## src/rtl/nx_wfg_pkg.sv

```systemverilog
// Shared helpers for the multi-channel waveform generator.
// Derived widths and the pattern_end clamp live here so top and channel agree.
package nx_wfg_pkg;

   localparam int MAX_CHANNELS  = 16;
   localparam int MAX_PAT_WIDTH = 64;

   function automatic int cnt_w(input int pw);
      return (pw > 1) ? $clog2(pw) : 1;
   endfunction

   function automatic int ch_w(input int ch);
      return (ch > 1) ? $clog2(ch) : 1;
   endfunction

   function automatic int clamp_end(input int e, input int pw);
      return (e >= pw) ? (pw - 1) : e;
   endfunction

endpackage

```

## src/rtl/nx_wfg_chan.sv

```systemverilog
// One waveform channel: rate divider, pattern pointer and a shadowed config
// that is swapped in only at a wrap, an idle edge or a restart.
module nx_wfg_chan
   import nx_wfg_pkg::*;
#(
   parameter int PAT_WIDTH = 16,
   parameter int DIV_WIDTH = 8,
   parameter int CNT_W = cnt_w(PAT_WIDTH),
   parameter logic [PAT_WIDTH-1:0] INIT_PATTERN = '0,
   parameter logic [CNT_W-1:0] INIT_END = '1
) (
   input  logic                 ck,
   input  logic                 rn,
   input  logic                 en,
   input  logic                 sync,
   input  logic                 cfg_we,
   input  logic [PAT_WIDTH-1:0] cfg_pattern,
   input  logic [CNT_W-1:0]     cfg_end,
   input  logic [DIV_WIDTH-1:0] cfg_div,
   output logic                 pending,
   output logic                 zo,
   output logic                 so
);

   typedef struct packed {
      logic [PAT_WIDTH-1:0] pattern;
      logic [CNT_W-1:0]     last;
      logic [DIV_WIDTH-1:0] div;
   } cfg_t;

   localparam logic [CNT_W-1:0] RST_END =
      CNT_W'(clamp_end(int'(INIT_END), PAT_WIDTH));

   localparam cfg_t RST_CFG = '{
      pattern: INIT_PATTERN,
      last:    RST_END,
      div:     '0
   };

   cfg_t                 act_q, act_d;
   cfg_t                 shd_q, shd_d;
   logic [CNT_W-1:0]     ptr_q, ptr_d;
   logic [DIV_WIDTH-1:0] div_cnt_q, div_cnt_d;
   logic                 pending_q, pending_d;
   logic                 zo_q, zo_d;
   logic                 so_q, so_d;

   logic             tick;
   logic             wrap;
   logic             apply;
   logic [CNT_W-1:0] cfg_last;

   assign tick     = (div_cnt_q == act_q.div);
   assign wrap     = tick && (ptr_q == act_q.last);
   assign cfg_last = CNT_W'(clamp_end(int'(cfg_end), PAT_WIDTH));

   always_comb begin
      act_d     = act_q;
      shd_d     = shd_q;
      ptr_d     = ptr_q;
      div_cnt_d = div_cnt_q;
      pending_d = pending_q;
      zo_d      = zo_q;
      so_d      = 1'b0;
      apply     = 1'b0;

      if (sync) begin
         ptr_d     = '0;
         div_cnt_d = '0;
         apply     = pending_q;
      end else if (en) begin
         div_cnt_d = tick ? '0 : div_cnt_q + DIV_WIDTH'(1);
         if (tick) begin
            ptr_d = wrap ? '0 : ptr_q + CNT_W'(1);
         end
         zo_d  = act_q.pattern[ptr_q];
         so_d  = wrap;
         apply = pending_q && wrap;
      end else begin
         apply = pending_q;
      end

      // Swap happens on a pattern boundary so the output never glitches.
      if (apply) begin
         act_d     = shd_q;
         ptr_d     = '0;
         div_cnt_d = '0;
         pending_d = 1'b0;
      end

      if (cfg_we) begin
         shd_d.pattern = cfg_pattern;
         shd_d.last    = cfg_last;
         shd_d.div     = cfg_div;
         pending_d     = 1'b1;
      end
   end

   always_ff @(posedge ck or negedge rn) begin
      if (!rn) begin
         act_q     <= RST_CFG;
         shd_q     <= '0;
         ptr_q     <= '0;
         div_cnt_q <= '0;
         pending_q <= 1'b0;
         zo_q      <= 1'b0;
         so_q      <= 1'b0;
      end else begin
         act_q     <= act_d;
         shd_q     <= shd_d;
         ptr_q     <= ptr_d;
         div_cnt_q <= div_cnt_d;
         pending_q <= pending_d;
         zo_q      <= zo_d;
         so_q      <= so_d;
      end
   end

   assign pending = pending_q;
   assign zo      = zo_q;
   assign so      = so_q;

endmodule

```

## src/rtl/nx_wfg_gen.sv

```systemverilog
// Multi-channel pattern generator: config decode and ready steering
// in front of CHANNELS independent nx_wfg_chan instances.
module nx_wfg_gen
   import nx_wfg_pkg::*;
#(
   parameter int CHANNELS  = 4,
   parameter int PAT_WIDTH = 16,
   parameter int DIV_WIDTH = 8,
   localparam int CNT_W = cnt_w(PAT_WIDTH),
   localparam int CH_W  = ch_w(CHANNELS),
   parameter logic [CHANNELS*PAT_WIDTH-1:0] INIT_PATTERN = '0,
   parameter logic [CHANNELS*CNT_W-1:0]     INIT_END     = '1
) (
   input  logic                 CK,
   input  logic                 RN,
   input  logic                 EN,
   input  logic                 SYNC,
   input  logic                 CFG_VALID,
   output logic                 CFG_READY,
   input  logic [CH_W-1:0]      CFG_CH,
   input  logic [PAT_WIDTH-1:0] CFG_PATTERN,
   input  logic [CNT_W-1:0]     CFG_END,
   input  logic [DIV_WIDTH-1:0] CFG_DIV,
   output logic [CHANNELS-1:0]  ZO,
   output logic [CHANNELS-1:0]  SO
);

   logic [CHANNELS-1:0] pending;
   logic [CHANNELS-1:0] cfg_we;
   logic                cfg_ready;
   logic                xfer;

   // Unmapped channel ids fall through with ready held high.
   always_comb begin
      cfg_ready = 1'b1;
      for (int c = 0; c < CHANNELS; c++) begin
         if (CFG_CH == CH_W'(c)) begin
            cfg_ready = !pending[c];
         end
      end
   end

   assign CFG_READY = cfg_ready;
   assign xfer      = CFG_VALID && cfg_ready;

   for (genvar c = 0; c < CHANNELS; c++) begin : g_ch
      assign cfg_we[c] = xfer && (CFG_CH == CH_W'(c));

      nx_wfg_chan #(
         .PAT_WIDTH   (PAT_WIDTH),
         .DIV_WIDTH   (DIV_WIDTH),
         .CNT_W       (CNT_W),
         .INIT_PATTERN(INIT_PATTERN[c*PAT_WIDTH +: PAT_WIDTH]),
         .INIT_END    (INIT_END[c*CNT_W +: CNT_W])
      ) u_chan (
         .ck         (CK),
         .rn         (RN),
         .en         (EN),
         .sync       (SYNC),
         .cfg_we     (cfg_we[c]),
         .cfg_pattern(CFG_PATTERN),
         .cfg_end    (CFG_END),
         .cfg_div    (CFG_DIV),
         .pending    (pending[c]),
         .zo         (ZO[c]),
         .so         (SO[c])
      );
   end

endmodule

```

## config.mk

```make
export PLATFORM = sky130hd
export DESIGN_NAME = nx_wfg_gen
export DESIGN_NICKNAME = d
export VERILOG_FILES = /design/src/rtl/nx_wfg_pkg.sv /design/src/rtl/nx_wfg_chan.sv /design/src/rtl/nx_wfg_gen.sv
export SDC_FILE = /design/constraint.sdc
export NUM_CORES = 1
export LEC_CHECK = 0
export BUFFER_PORTS_ARGS = -buffer_cell sky130_fd_sc_hd__buf_2
export CORE_ASPECT_RATIO = 1.2
export CORE_MARGIN = 3
export CORE_UTILIZATION = 50
export DETAILED_ROUTE_END_ITERATION = 6
export PLACE_DENSITY = 0.66
export SYNTH_ARGS = -nofsm -noshare
export SYNTH_HDL_FRONTEND = slang
export SYNTH_HIERARCHICAL = 1
export SYNTH_SLANG_ARGS = --single-unit
```

## constraint.sdc

```tcl
create_clock -name CK -period 6.1 [get_ports CK]
set_clock_uncertainty 0.1 [all_clocks]
set_input_delay 1.22 -clock CK [delete_from_list [all_inputs] [get_ports CK]]
set_output_delay 1.22 -clock CK [all_outputs]
set_load 0.005 [all_outputs]
```

==> impl_metrics.json, run 1 <==
{
  "power_frac_clock_pct": 38.4,
  "vias": 13256,
  "grt_antenna_before_repair": 1,
  "switchingPower_w": 0.00143,
  "power_frac_seq_pct": 45.7,
  "synth_top_area_share_pct": 42.3,
  "cp-end-kind": "output pin",
  "yosysWarnings": 6,
  "ys_seq_area_share_pct": 44.9,
  "grt_overflow": 0,
  "crit_path_max_fanout": 5,
  "r2r_end": "g_ch[0].u_chan/act_q[1]",
  "synth_cell_types": 43,
  "grt.met1_usage_pct": 36.0,
  "startpoint_type": "input pin",
  "nets": 1587,
  "worstHoldPathType": "reg2reg",
  "cap_viol_max_count": 0,
  "clock_path_buffers": 3,
  "cp.arrival_ns": 2.04,
  "syn-mean-instance-area_um2": 9.94,
  "syn-cell-area_um2": 15900,
  "drt_iter0_markers": 1448,
  "worstRegToRegCells": 5,
  "crit_required_ns": 4.78,
  "gp_congestion": 0.810,
  "dpl.cell_count": 1907,
  "busiest_layer": "met2",
  "antenna_left": 0,
  "ys.flop_type": "dfrtp_1",
  "drcViolationCount": 0,
  "wirelength_um": 43100,
  "use_met3_pct": 2.74,
  "crit_end": "CFG_READY",
  "tns_ns": 0,
  "dieArea_um2": 33900,
  "startpoint": "CFG_CH[0]",
  "synth_top_cell_by_area": "dfrtp_1",
  "peakVddDrop_v": 0.000215,
  "post_synth_most_frequent_cells": "dfrtp_1 (268), nand2_1 (165), inv_1 (129)",
  "setup_viol": 0,
  "synth_area_leaders": "dfrtp_1 (42%), mux2_2 (8.0%), o311ai_1 (5.7%)",
  "clockRootBuffer": "clkbuf_16",
  "dr.pass1.iters": 5,
  "synth_enable_flop_cells": 0,
  "synth_nets": 1638,
  "synthCells": 1595,
  "grt_util_all_layers_pct": 24.8,
  "io_buffers": 43,
  "htreeDepth": 1,
  "intPower_w": 0.00378,
  "crit_type": "in2out",
  "post_cts_buffers": 0,
  "worst_pin_slew_ns": 1.17,
  "final-max-slew-violation-count": 0,
  "yosysMostFrequentCell": "dfrtp_1",
  "outcome": "finished, final reports clean",
  "drive_gt1_share_pct": 19.3,
  "clock-sinks": 284,
  "p_per_area_nw_per_um2": 301,
  "switching_share_pct": 27.5,
  "detailed_place_hpwl_um": 25400,
  "path_clk_slew_ns": 0.06,
  "period_share_pct": 55.0,
  "ys_seq_elements": 284,
  "cts_hold_buf": 0,
  "post-route-min-period_ns": 3.36,
  "cts_resized": 0,
  "rsz0062_at_grt": "no",
  "core_um2": 30800,
  "slew_headroom_pct": 21.9,
  "met2_usage_pct": 39.4,
  "grt_pass1_wl_um": 69700,
  "io_pins": 44,
  "fillCellCount": 2597,
  "fp.dieW_um": 169,
  "cellLeakagePower_nw": 6.78,
  "numCtsBuffers": 31,
  "final_hold_viol_count": 0,
  "vias_per_cell": 6.75,
  "wl_per_cell_um": 21.9,
  "clk_latency_ns": 0.56,
  "area_delta_synth_final_pct": 9.16,
  "rr_startpoint": "g_ch[0].u_chan/div_cnt_q[0]",
  "cts_tree": "yes",
  "fmax_mhz": 298,
  "die_h_um": 201,
  "stdcell_count": 1965,
  "async_flop_share_pct": 100,
  "grt_max_degree": 98,
  "rows": 70,
  "reg2reg_setup_slack_ns": 2.85,
  "grt_pass1_vias": 12865,
  "start_util_pct": 51.4,
  "combinationalPowerShare_pct": 15.9
}
[registers in the layout, indices dropped and copies added (netlist names)]
signal and cells:
g_ch.u_chan/ptr_q 16, g_ch.u_chan/pending 4, g_ch.u_chan/so 4, g_ch.u_chan/zo 4
g_ch.u_chan/div_cnt_q 32, g_ch.u_chan/act_q 112, g_ch.u_chan/shd_q 112
[how the worst min path moves through the flow]
stage / slack [ns] / depth (start not counted) / start / endpoint
finish: 0.39 / 1 / g_ch[1].u_chan/zo / g_ch[1].u_chan/zo
global route: 0.40 / 1 / g_ch[1].u_chan/zo / g_ch[1].u_chan/zo
CTS: 0.40 / 1 / g_ch[1].u_chan/zo / g_ch[1].u_chan/zo
detailed placement: 0.38 / 1 / g_ch[1].u_chan/zo / g_ch[1].u_chan/zo
global placement: 0.39 / 1 / g_ch[3].u_chan/zo / g_ch[3].u_chan/zo
floorplan: 0.38 / 1 / g_ch[0].u_chan/shd_q[0] / g_ch[0].u_chan/shd_q[0]
[per-stage QoR]
| step | area [µm²] | util [%] | hold WS (ns) | setup WS (ns) | power [W] |
|---|---|---|---|---|---|
| finish | 17300 | 56.1 | 0.385 | 2.74 | 0.00521 |
| global route | 17300 | 56.1 | 0.405 | 2.62 | 0.00544 |
| CTS | 17300 | 56.1 | 0.397 | 2.73 | 0.00524 |
| detailed placement | 16200 | 52.6 | 0.383 | 2.59 | 0.00323 |
| global placement | 16200 | 52.6 | 0.387 | 2.65 | 0.00318 |
| floorplan | 15900 | - | 0.381 | 3.03 | 0.00297 |
[power groups by stage]
stage          combinational (W)  sequential (W)  clock (W)
4_1_cts                 0.000828         0.00238    0.00203
2_1_floorplan           0.000629         0.00234          0
3_5_place_dp            0.000822         0.00241          0
6_report                0.000831         0.00238    0.00200
3_3_place_gp            0.000786         0.00240          0
5_1_grt                 0.000920         0.00242    0.00210
[routing by layer]
| metal | share of wire, % | wire [µm] |
|---|---|---|
| met2 | 48 | 20600 |
| met3 | 5.8 | 2490 |
| met4 | 2.6 | 1120 |
| met5 | 0 | 0 |
| met1 | 44 | 18900 |
[logic make-up after synthesis]
kind of cell    after synthesis  synth area share (%)
fa+ha+maj                     8                 0.631
flops                       284                  44.9
simple gates                397                  13.9
xor+xnor                     64                  3.72
mux                         137                  10.9
buf+inv                     289                  7.28
compound gates              416                  18.6
[layout make-up]
class | count | area [µm²] | area share, %
Antenna cell | 1 | 2.50 | 0.0145
Clock buffer | 42 | 867 | 5.01
Clock inverter | 15 | 210 | 1.21
Inverter | 129 | 484 | 2.80
Multi-Input combinational cell | 1022 | 7650 | 44.2
Sequential cell | 284 | 7130 | 41.2
Tap cell | 396 | 495 | 2.86
Timing Repair Buffer | 76 | 473 | 2.73
[critical path, stage by stage]
cell	delay [ns]
buf_2	0.14
mux4_2	0.51
inv_1	0.07
buf_2	0.10
[placed cells by master, fill, tap and decap left out, types with 5 or more instances in the layout]
master / instances
o211ai_1: 8
clkbuf_1: 6
o311ai_1: 104
a22oi_1: 8
o311ai_0: 8
a21oi_1: 8
nor3_1: 16
nand3_1: 20
inv_1: 129
clkbuf_8: 5
buf_2: 42
nor3b_1: 8
o22ai_1: 112
mux2_2: 112
nand4_1: 12
buf_4: 33
clkinv_2: 7
nand4_2: 8
dfrtp_1: 265
o21ai_0: 24
clkbuf_16: 31
mux4_2: 17
o221ai_1: 8
nor4_1: 8
or4_1: 112
dfstp_2: 16
ha_1: 8
nand2_1: 165
o2111ai_1: 12
nor2_1: 16
a31oi_1: 112
bufinv_16: 5
xnor2_1: 56
or3_1: 8
mux2i_1: 8
Power figures use the tool's default switching activity.
==> run 2, diff against run 1 <==
Settings changed: PLACE_DENSITY 0.66 to 0.69.
Clock period 6.1 ns to 2.8 ns, I/O delays scaled along.
==> run 2 against run 1 <==
Against the previous run:
- highest routed layer unchanged
- final area grew 2.5%
- utilization grew 1.4 points
- largest power group unchanged
- critical endpoint unchanged
- clock power grew 120%
==> impl_metrics.json, run 2 (synthesis results as in run 1) <==
{
  "antenna_left": 0,
  "numCtsBuffers": 30,
  "p_per_area_nw_per_um2": 644,
  "htreeDepth": 1,
  "grt_util_all_layers_pct": 25.2,
  "reg2reg_setup_slack_ns": 0.49,
  "tns_ns": 0,
  "diodes": 0,
  "rsz0062_at_grt": "no",
  "final_cell_mix": "dfrtp_1 (265), nand2_1 (165), inv_1 (129)",
  "final_hold_viol_count": 0,
  "vias_per_cell": 6.69,
  "area_delta_synth_final_pct": 11.9,
  "gp_congestion": 0.840,
  "vias": 13357,
  "final-max-slew-violation-count": 0,
  "grt_overflow": 0,
  "worst_pin_slew_ns": 0.723,
  "detailed_place_hpwl_um": 27500,
  "cts_resized": 0,
  "grt_max_degree": 86,
  "layout.cells.most_common": "dfrtp_1",
  "drive_gt1_share_pct": 21.2,
  "wl_per_cell_um": 21.5,
  "wirelength_um": 43000,
  "cts_hold_buf": 1,
  "drt_iter0_markers": 1530,
  "crit_type": "reg2out",
  "startpoint_type": "flop",
  "setup_viol": 0,
  "rows": 70,
  "nets": 1620,
  "core_um2": 30800,
  "period_share_pct": 92.9,
  "worstHoldPathType": "in2reg",
  "hp-start": "CFG_PATTERN[8]",
  "worstRegToRegCells": 6,
  "cap_viol_max_count": 0,
  "clock-sinks": 284,
  "total_power_w": 0.0114,
  "path_clk_slew_ns": 0.07,
  "clk_latency_ns": 0.56,
  "rr_startpoint": "g_ch[3].u_chan/div_cnt_q[5]",
  "grt_pass1_wl_um": 70800,
  "post_cts_buffers": 0,
  "cts_tree": "yes",
  "cellLeakagePower_nw": 6.99,
  "min_delay_path_depth": 2,
  "grt_antenna_before_repair": 1,
  "outcome": "finished, final reports clean",
  "io_buffers": 43,
  "cp-end-kind": "output pin",
  "cp.arrival_ns": 1.94,
  "biggestRegsByFlops": "g_ch.u_chan/act_q (112), g_ch.u_chan/shd_q (112), g_ch.u_chan/div_cnt_q (32)",
  "die_h_um": 201,
  "r2r_end": "g_ch[3].u_chan/act_q[2]",
  "crit_path_max_fanout": 18,
  "clockRootBuffer": "clkbuf_16",
  "drcViolationCount": 0,
  "dr.pass1.iters": 6,
  "post-route-min-period_ns": 2.60,
  "dieArea_um2": 33900,
  "start_util_pct": 51.4,
  "fp.dieW_um": 169,
  "crit_required_ns": 2.14,
  "hold-path-endpoint": "g_ch[0].u_chan/shd_q[20]",
  "fmax_mhz": 385,
  "peakVddDrop_v": 0.000518,
  "clock_path_buffers": 3,
  "io_pins": 44,
  "slew_headroom_pct": 51.8,
  "grt_pass1_vias": 13354
}
-- run 2: cell count changes in the layout (fill, tap and decap cells not counted), sizes merged --
cell / before / now
clkinv: 7 / 13
dlygate4sd3: 0 / 1
buf: 76 / 109
clkbuf: 42 / 33
inv: 131 / 132
clkinvlp: 1 / 2
diode: 1 / 0
-- run 2: per-layer routing --
layer | share of wire [%] | GRT usage (%)
met4 | 2.8 | 7.72
met2 | 48 | 40.8
met3 | 6.6 | 3.58
met5 | 0 | 0
met1 | 42 | 35.3
-- run 2: worst max-delay path by stage --
stage                     slack [ns]  cells past startpoint                         from                  endpoint
after floorplan                 0.59                      4                    CFG_CH[1]  g_ch[0].u_chan/shd_q[10]
after global placement          0.59                      6  g_ch[3].u_chan/div_cnt_q[5]   g_ch[3].u_chan/act_q[1]
after detailed placement        0.52                      6                           EN  g_ch[0].u_chan/act_q[21]
after CTS                       0.19                      3       g_ch[2].u_chan/pending                 CFG_READY
after global routing            0.10                      3       g_ch[2].u_chan/pending                 CFG_READY
final                           0.20                      3       g_ch[2].u_chan/pending                 CFG_READY
-- run 2: worst max-delay path: stages, from the launching register on --
cell and delay, ns:
dfrtp_1 0.61, mux4_2 0.57, inv_1 0.08, buf_2 0.11
-- run 2: report_power, final --
group	internal (W)	switching [W]	leakage, nW	total, W
Clock	0.00254	0.00182	0.532	0.00436
Sequential	0.00475	0.000468	3.26	0.00521
Combinational	0.000905	0.000942	3.20	0.00185
-- run 2: layout make-up --
cell class / count / area, µm²
timing repair buffer: 110 / 893
clock inverter: 23 / 293
sequential: 284 / 7130
multi-input combinational: 1022 / 7650
inverter: 129 / 484
tap: 396 / 495
fill: 2627 / 13100
clock buffer: 33 / 793
-- run 2: metrics by stage --
step                      hold WS (ns)  util (%)  instances  setup WS (ns)  cell area [µm²]
after floorplan                  0.164         -       1595          0.594            15900
after global placement           0.368      54.0       1940          0.589            16600
after detailed placement         0.379      54.0       1940          0.519            16600
after CTS                        0.224      57.5       1997          0.194            17700
after global routing             0.227      57.5       1997          0.102            17700
final                            0.237      57.5       1997          0.199            17700
